**config.mk**
```make
export PLATFORM = sky130hd
export DESIGN_NAME = rr_arbiter
export DESIGN_NICKNAME = d
export VERILOG_FILES = /design/src/rtl/rr_arbiter.sv
export SDC_FILE = /design/constraint.sdc
export NUM_CORES = 1
export LEC_CHECK = 0
export ABC_AREA = 1
export BUFFER_PORTS_ARGS = -buffer_cell sky130_fd_sc_hd__buf_2
export CAP_MARGIN = 20
export CORE_MARGIN = 3
export CORE_UTILIZATION = 60
export CTS_BUF_LIST = sky130_fd_sc_hd__clkbuf_8
export CTS_CLUSTER_DIAMETER = 80
export CTS_CLUSTER_SIZE = 25
export DETAILED_ROUTE_END_ITERATION = 6
export PLACE_DENSITY_LB_ADDON = 0.12
export SETUP_SLACK_MARGIN = 0.1
export SYNTH_ARGS = -nofsm -noshare
export SYNTH_HDL_FRONTEND = slang
export SYNTH_SLANG_ARGS = --single-unit
```
**constraint.sdc**
```tcl
create_clock -name clk -period 2.1 [get_ports clk]
set_input_delay 0.525 -clock clk [delete_from_list [all_inputs] [get_ports clk]]
set_output_delay 0.525 -clock clk [all_outputs]
set_load 0.005 [all_outputs]
```
**src/rtl/rr_arbiter.sv**
```systemverilog
// -----------------------------------------------------------------------------
// rr_arbiter
//
// Four-requester round-robin arbiter. One requester owns the shared resource
// at a time. The grant is held until the owner asserts done, drops its
// request, or has held the grant for MAX_HOLD cycles. After every release
// there is at least one cycle with no grant before the next arbitration.
//
// Ports
//   clk        system clock, rising edge active
//   rst        asynchronous, active-high reset
//   req        request vector, req[i]=1 means requester i wants the resource
//   done       owner releases the resource (ignored while no grant is active)
//   gnt        registered one-hot grant, 0 when idle
//   gnt_id     registered binary index of the owner, 0 when idle
//   gnt_valid  registered, equals |gnt
//   timeout    one-cycle pulse after a grant is forcibly released by MAX_HOLD
//
// FSM states
//   state | meaning
//   ------+--------------------------------------------------------------
//   IDLE  | no grant; arbitrate among req starting at ptr
//   BUSY  | grant held by gnt_id; watch for done, owner drop or hold limit
// -----------------------------------------------------------------------------
module rr_arbiter #(
  parameter int N_REQ    = 4,
  parameter int MAX_HOLD = 8
) (
  input  logic             clk,
  input  logic             rst,
  input  logic [N_REQ-1:0] req,
  input  logic             done,
  output logic [N_REQ-1:0] gnt,
  output logic [1:0]       gnt_id,
  output logic             gnt_valid,
  output logic             timeout
);

  typedef enum logic {
    IDLE = 1'b0,
    BUSY = 1'b1
  } state_t;

  // hold_cnt counts completed hold cycles; the grant is released on the edge
  // where it reaches MAX_HOLD-1, giving exactly MAX_HOLD visible cycles.
  localparam bit             LIMIT_EN    = (MAX_HOLD != 0);
  localparam int             HOLD_LAST_I = (MAX_HOLD > 0) ? (MAX_HOLD - 1) : 0;
  localparam logic [7:0]     HOLD_LAST   = 8'(HOLD_LAST_I);
  localparam logic [N_REQ-1:0] ONE       = {{(N_REQ-1){1'b0}}, 1'b1};

  state_t     state;
  logic [1:0] ptr;
  logic [7:0] hold_cnt;

  // Rotating priority search: ptr, ptr+1, ptr+2, ptr+3 (mod 4).
  logic       win_any;
  logic [1:0] win_id;
  logic [1:0] cand;

  always_comb begin
    win_any = 1'b0;
    win_id  = ptr;
    cand    = ptr;
    for (int k = 0; k < 4; k++) begin
      cand = ptr + 2'(k);
      if (!win_any && req[cand]) begin
        win_any = 1'b1;
        win_id  = cand;
      end
    end
  end

  logic rel_done;
  logic rel_drop;
  logic rel_limit;
  logic release_now;

  always_comb begin
    rel_done    = done;
    rel_drop    = !req[gnt_id];
    rel_limit   = LIMIT_EN && (hold_cnt == HOLD_LAST);
    release_now = rel_done || rel_drop || rel_limit;
  end

  always_ff @(posedge clk or posedge rst) begin
    if (rst) begin
      state     <= IDLE;
      ptr       <= 2'd0;
      hold_cnt  <= 8'd0;
      gnt       <= '0;
      gnt_id    <= 2'd0;
      gnt_valid <= 1'b0;
      timeout   <= 1'b0;
    end else begin
      // timeout is a single-cycle pulse unless re-armed below
      timeout <= 1'b0;
      case (state)
        IDLE: begin
          if (win_any) begin
            gnt       <= ONE << win_id;
            gnt_id    <= win_id;
            gnt_valid <= 1'b1;
            hold_cnt  <= 8'd0;
            state     <= BUSY;
          end
        end
        BUSY: begin
          if (release_now) begin
            gnt       <= '0;
            gnt_id    <= 2'd0;
            gnt_valid <= 1'b0;
            ptr       <= gnt_id + 2'd1;
            state     <= IDLE;
            // A voluntary release in the same cycle as the limit wins.
            timeout   <= rel_limit && !rel_done && !rel_drop;
          end else begin
            hold_cnt  <= hold_cnt + 8'd1;
          end
        end
        default: state <= IDLE;
      endcase
    end
  end

endmodule

```
==> results.json <==
{
  "worstPathMaxFanout": 8,
  "vias_per_cell": 5.30,
  "place_congestion": 0.812,
  "setup_viol": 0,
  "min_period_over_period_pct": 86.4,
  "io_buffers": 14,
  "worst_hold_slack_ps": 363,
  "tns_ps": 0,
  "die_area_sq_mm": 0.00278,
  "rsz0062_at_grt": "no",
  "vdd.ir_drop.worst_mv": 0.731,
  "clock_latency_ps": 260,
  "worst_pin_slew_ps": 696,
  "synthArstFlopShare_pct": 100,
  "netlist_instances": 194,
  "firstDrtPassIters": 4,
  "status": "completed",
  "cp.required_ps": 2260,
  "clkTransAtPathRegs_ps": 70,
  "cts_made_buffers": 3,
  "area_growth_syn_to_layout_pct": 10.0,
  "die_y_um": 52.7,
  "synth_top_flop_cell": "dfrtp_1",
  "start_util_pct": 64.7,
  "fmax_mhz": 551,
  "pin_count": 15,
  "ctsLongestPathBuffers": 2,
  "synth_seq_cells": 19,
  "diodes": 0,
  "antenna_found_initial": 0,
  "grt_max_degree": 20,
  "drv_cap": 0,
  "yosysSeqAreaShare_pct": 36.3,
  "num_vias": 1251,
  "cts.htree.levels": 1,
  "final_common_cell": "nand2_1",
  "fin_nets": 218,
  "cts_tree": "done",
  "min_path_type": "primary input to async pin",
  "synth_edf_count": 0,
  "finalCriticalPeriod_ps": 1820,
  "wirelength_um": 2750,
  "finalHoldViolations": 0,
  "die_w_um": 52.7,
  "drt-wirelength-per-cell_um": 11.6,
  "drive_above_1_share_pct": 16.3,
  "synth.avg_cell_area_sq_um": 6.75,
  "worstPathArrival_ps": 1970,
  "overflow": 0,
  "hpwl_um": 2120,
  "ant_nets": 0,
  "yosys_warnings": 0,
  "grt_pass1_vias": 1145,
  "core_area_sq_mm": 0.00202,
  "slew_viol_final": 0,
  "placed_cells": 232,
  "p_leak_nw": 0.814,
  "final_area_sq_mm": 0.00144,
  "skew_ps": 8.62,
  "grt_pass1_wl_um": 4680,
  "placedInstanceArea_sq_mm": 0.00139,
  "worstSetupStartpointType": "flip-flop",
  "p_per_area_mw_per_mm2": 1430,
  "clkSinkCount": 19,
  "post-route-drc-count": 0,
  "finalPower_mw": 2.06,
  "syn_nets": 202,
  "endpoint_kind": "flip-flop",
  "grt.total_usage_pct": 23.0,
  "critical_path_class": "flip-flop to flip-flop",
  "slew_headroom_pct": 53.6,
  "fin_cells": 236,
  "mostFrequentLayoutCells": "nand2_1 (90), dfrtp_1 (19), nand3_1 (18), buf_2 (14), inv_1 (13)",
  "root_buffer": "clkbuf_8",
  "std_cell_rows": 16,
  "synth_cell_types": 28,
  "syn_area_sq_mm": 0.00131,
  "first_iter_violations": 34
}
kinds of logic after synthesis:
| logic type | Yosys count | synth area share (%) |
|---|---|---|
| XOR/XNOR | 5 | 3.35 |
| flip-flops | 19 | 36.3 |
| adder cells (fa/ha/maj) | 1 | 0.956 |
| AO/OA/AOI/OAI | 11 | 5.55 |
| buffers and inverters | 21 | 7.36 |
| AND/OR/NAND/NOR | 137 | 46.5 |
layout make-up:
cell class | count | area [sq um]
inverter | 17 | 67.6
clock inverter | 1 | 5.00
timing repair buffer | 15 | 77.6
fill | 188 | 582
multi-input combinational | 154 | 739
sequential | 19 | 475
tap | 27 | 33.8
clock buffer | 3 | 41.3
routing by layer:
metal | vias up | part of all wire [%] | GRT usage (%)
li1 | 639 | - | -
met1 | 575 | 42 | 25.6
met2 | 30 | 53 | 40.7
met3 | 7 | 3.7 | 4.84
met4 | 0 | 1.5 | 11.5
met5 | - | 0 | 0
power by group:
part | total, mW | switching, mW | internal, mW
Combinational | 1.24 | 0.847 | 0.394
Sequential | 0.566 | 0.0993 | 0.467
Clock | 0.254 | 0.122 | 0.132
Total | 2.06 | 1.07 | 0.993
cells in the mapped netlist, types with 2 or more instances:
cell type,instances,area [sq um]
a21oi_1,2,10.0
dfrtp_1,19,475
inv_1,13,48.8
inv_2,2,7.51
nand2_1,90,338
nand2_2,5,31.3
nand3_1,18,90.1
nand4_1,5,31.3
nor2_1,13,48.8
nor3_1,2,10.0
o21ai_0,4,20.0
o21ai_1,2,10.0
xnor2_1,2,17.5
xor2_1,3,26.3
stage by stage:
step / setup slack (ps) / utilization, %
6_report: 285 / 71.2
2_1_floorplan: 478 / -
5_1_grt: 100 / 71.2
3_3_place_gp: 299 / 68.8
4_1_cts: 231 / 71.1
3_5_place_dp: 187 / 68.8
worst paths after layout:
| check | startpoint | to | slack (ps) | cells past startpoint |
|---|---|---|---|---|
| max reg2reg | ptr[1]$_DFFE_PP0P_ | gnt[1]$_DFFE_PP0P_ | 280 | 12 |
| max | ptr[1]$_DFFE_PP0P_ | gnt[1]$_DFFE_PP0P_ | 280 | 12 |
| max in group asynchronous | rst | hold_cnt[7]$_DFFE_PP0P_ | 1290 | 2 |
| min reg2reg | gnt[1]$_DFFE_PP0P_ | gnt[1]$_DFFE_PP0P_ | 480 | 2 |
| min | rst | hold_cnt[0]$_DFFE_PP0P_ | 360 | 2 |
| min in group clk | done | timeout$_DFF_PP0_ | 450 | 2 |
timing repair:
item                                   4_1_cts  5_1_grt
setup buffers                                0        0
setup endpoints to repair                    0        6
hold buffers                                 0        0
endpoints found under the hold margin        0        0
gates resized for setup                      0        1
worst max-delay path, stage by stage (launching register included):
cell     delay, ps
dfrtp_1        470
inv_2          180
nand2_1         70
nand2_1        130
nand2_1         80
nand2_2        110
nand3_4         80
o21ai_4        270
inv_4           90
nand2_2        100
inv_1           40
nand2_1         50
nand2_1         50
sequential cells by signal, summed over array words and instances (netlist names):
| register | flops |
|---|---|
| state | 1 |
| gnt_id | 2 |
| hold_cnt | 8 |
| gnt | 4 |
| timeout | 1 |
| gnt_valid | 1 |
| ptr | 2 |
(Power assumes the default switching activity.)
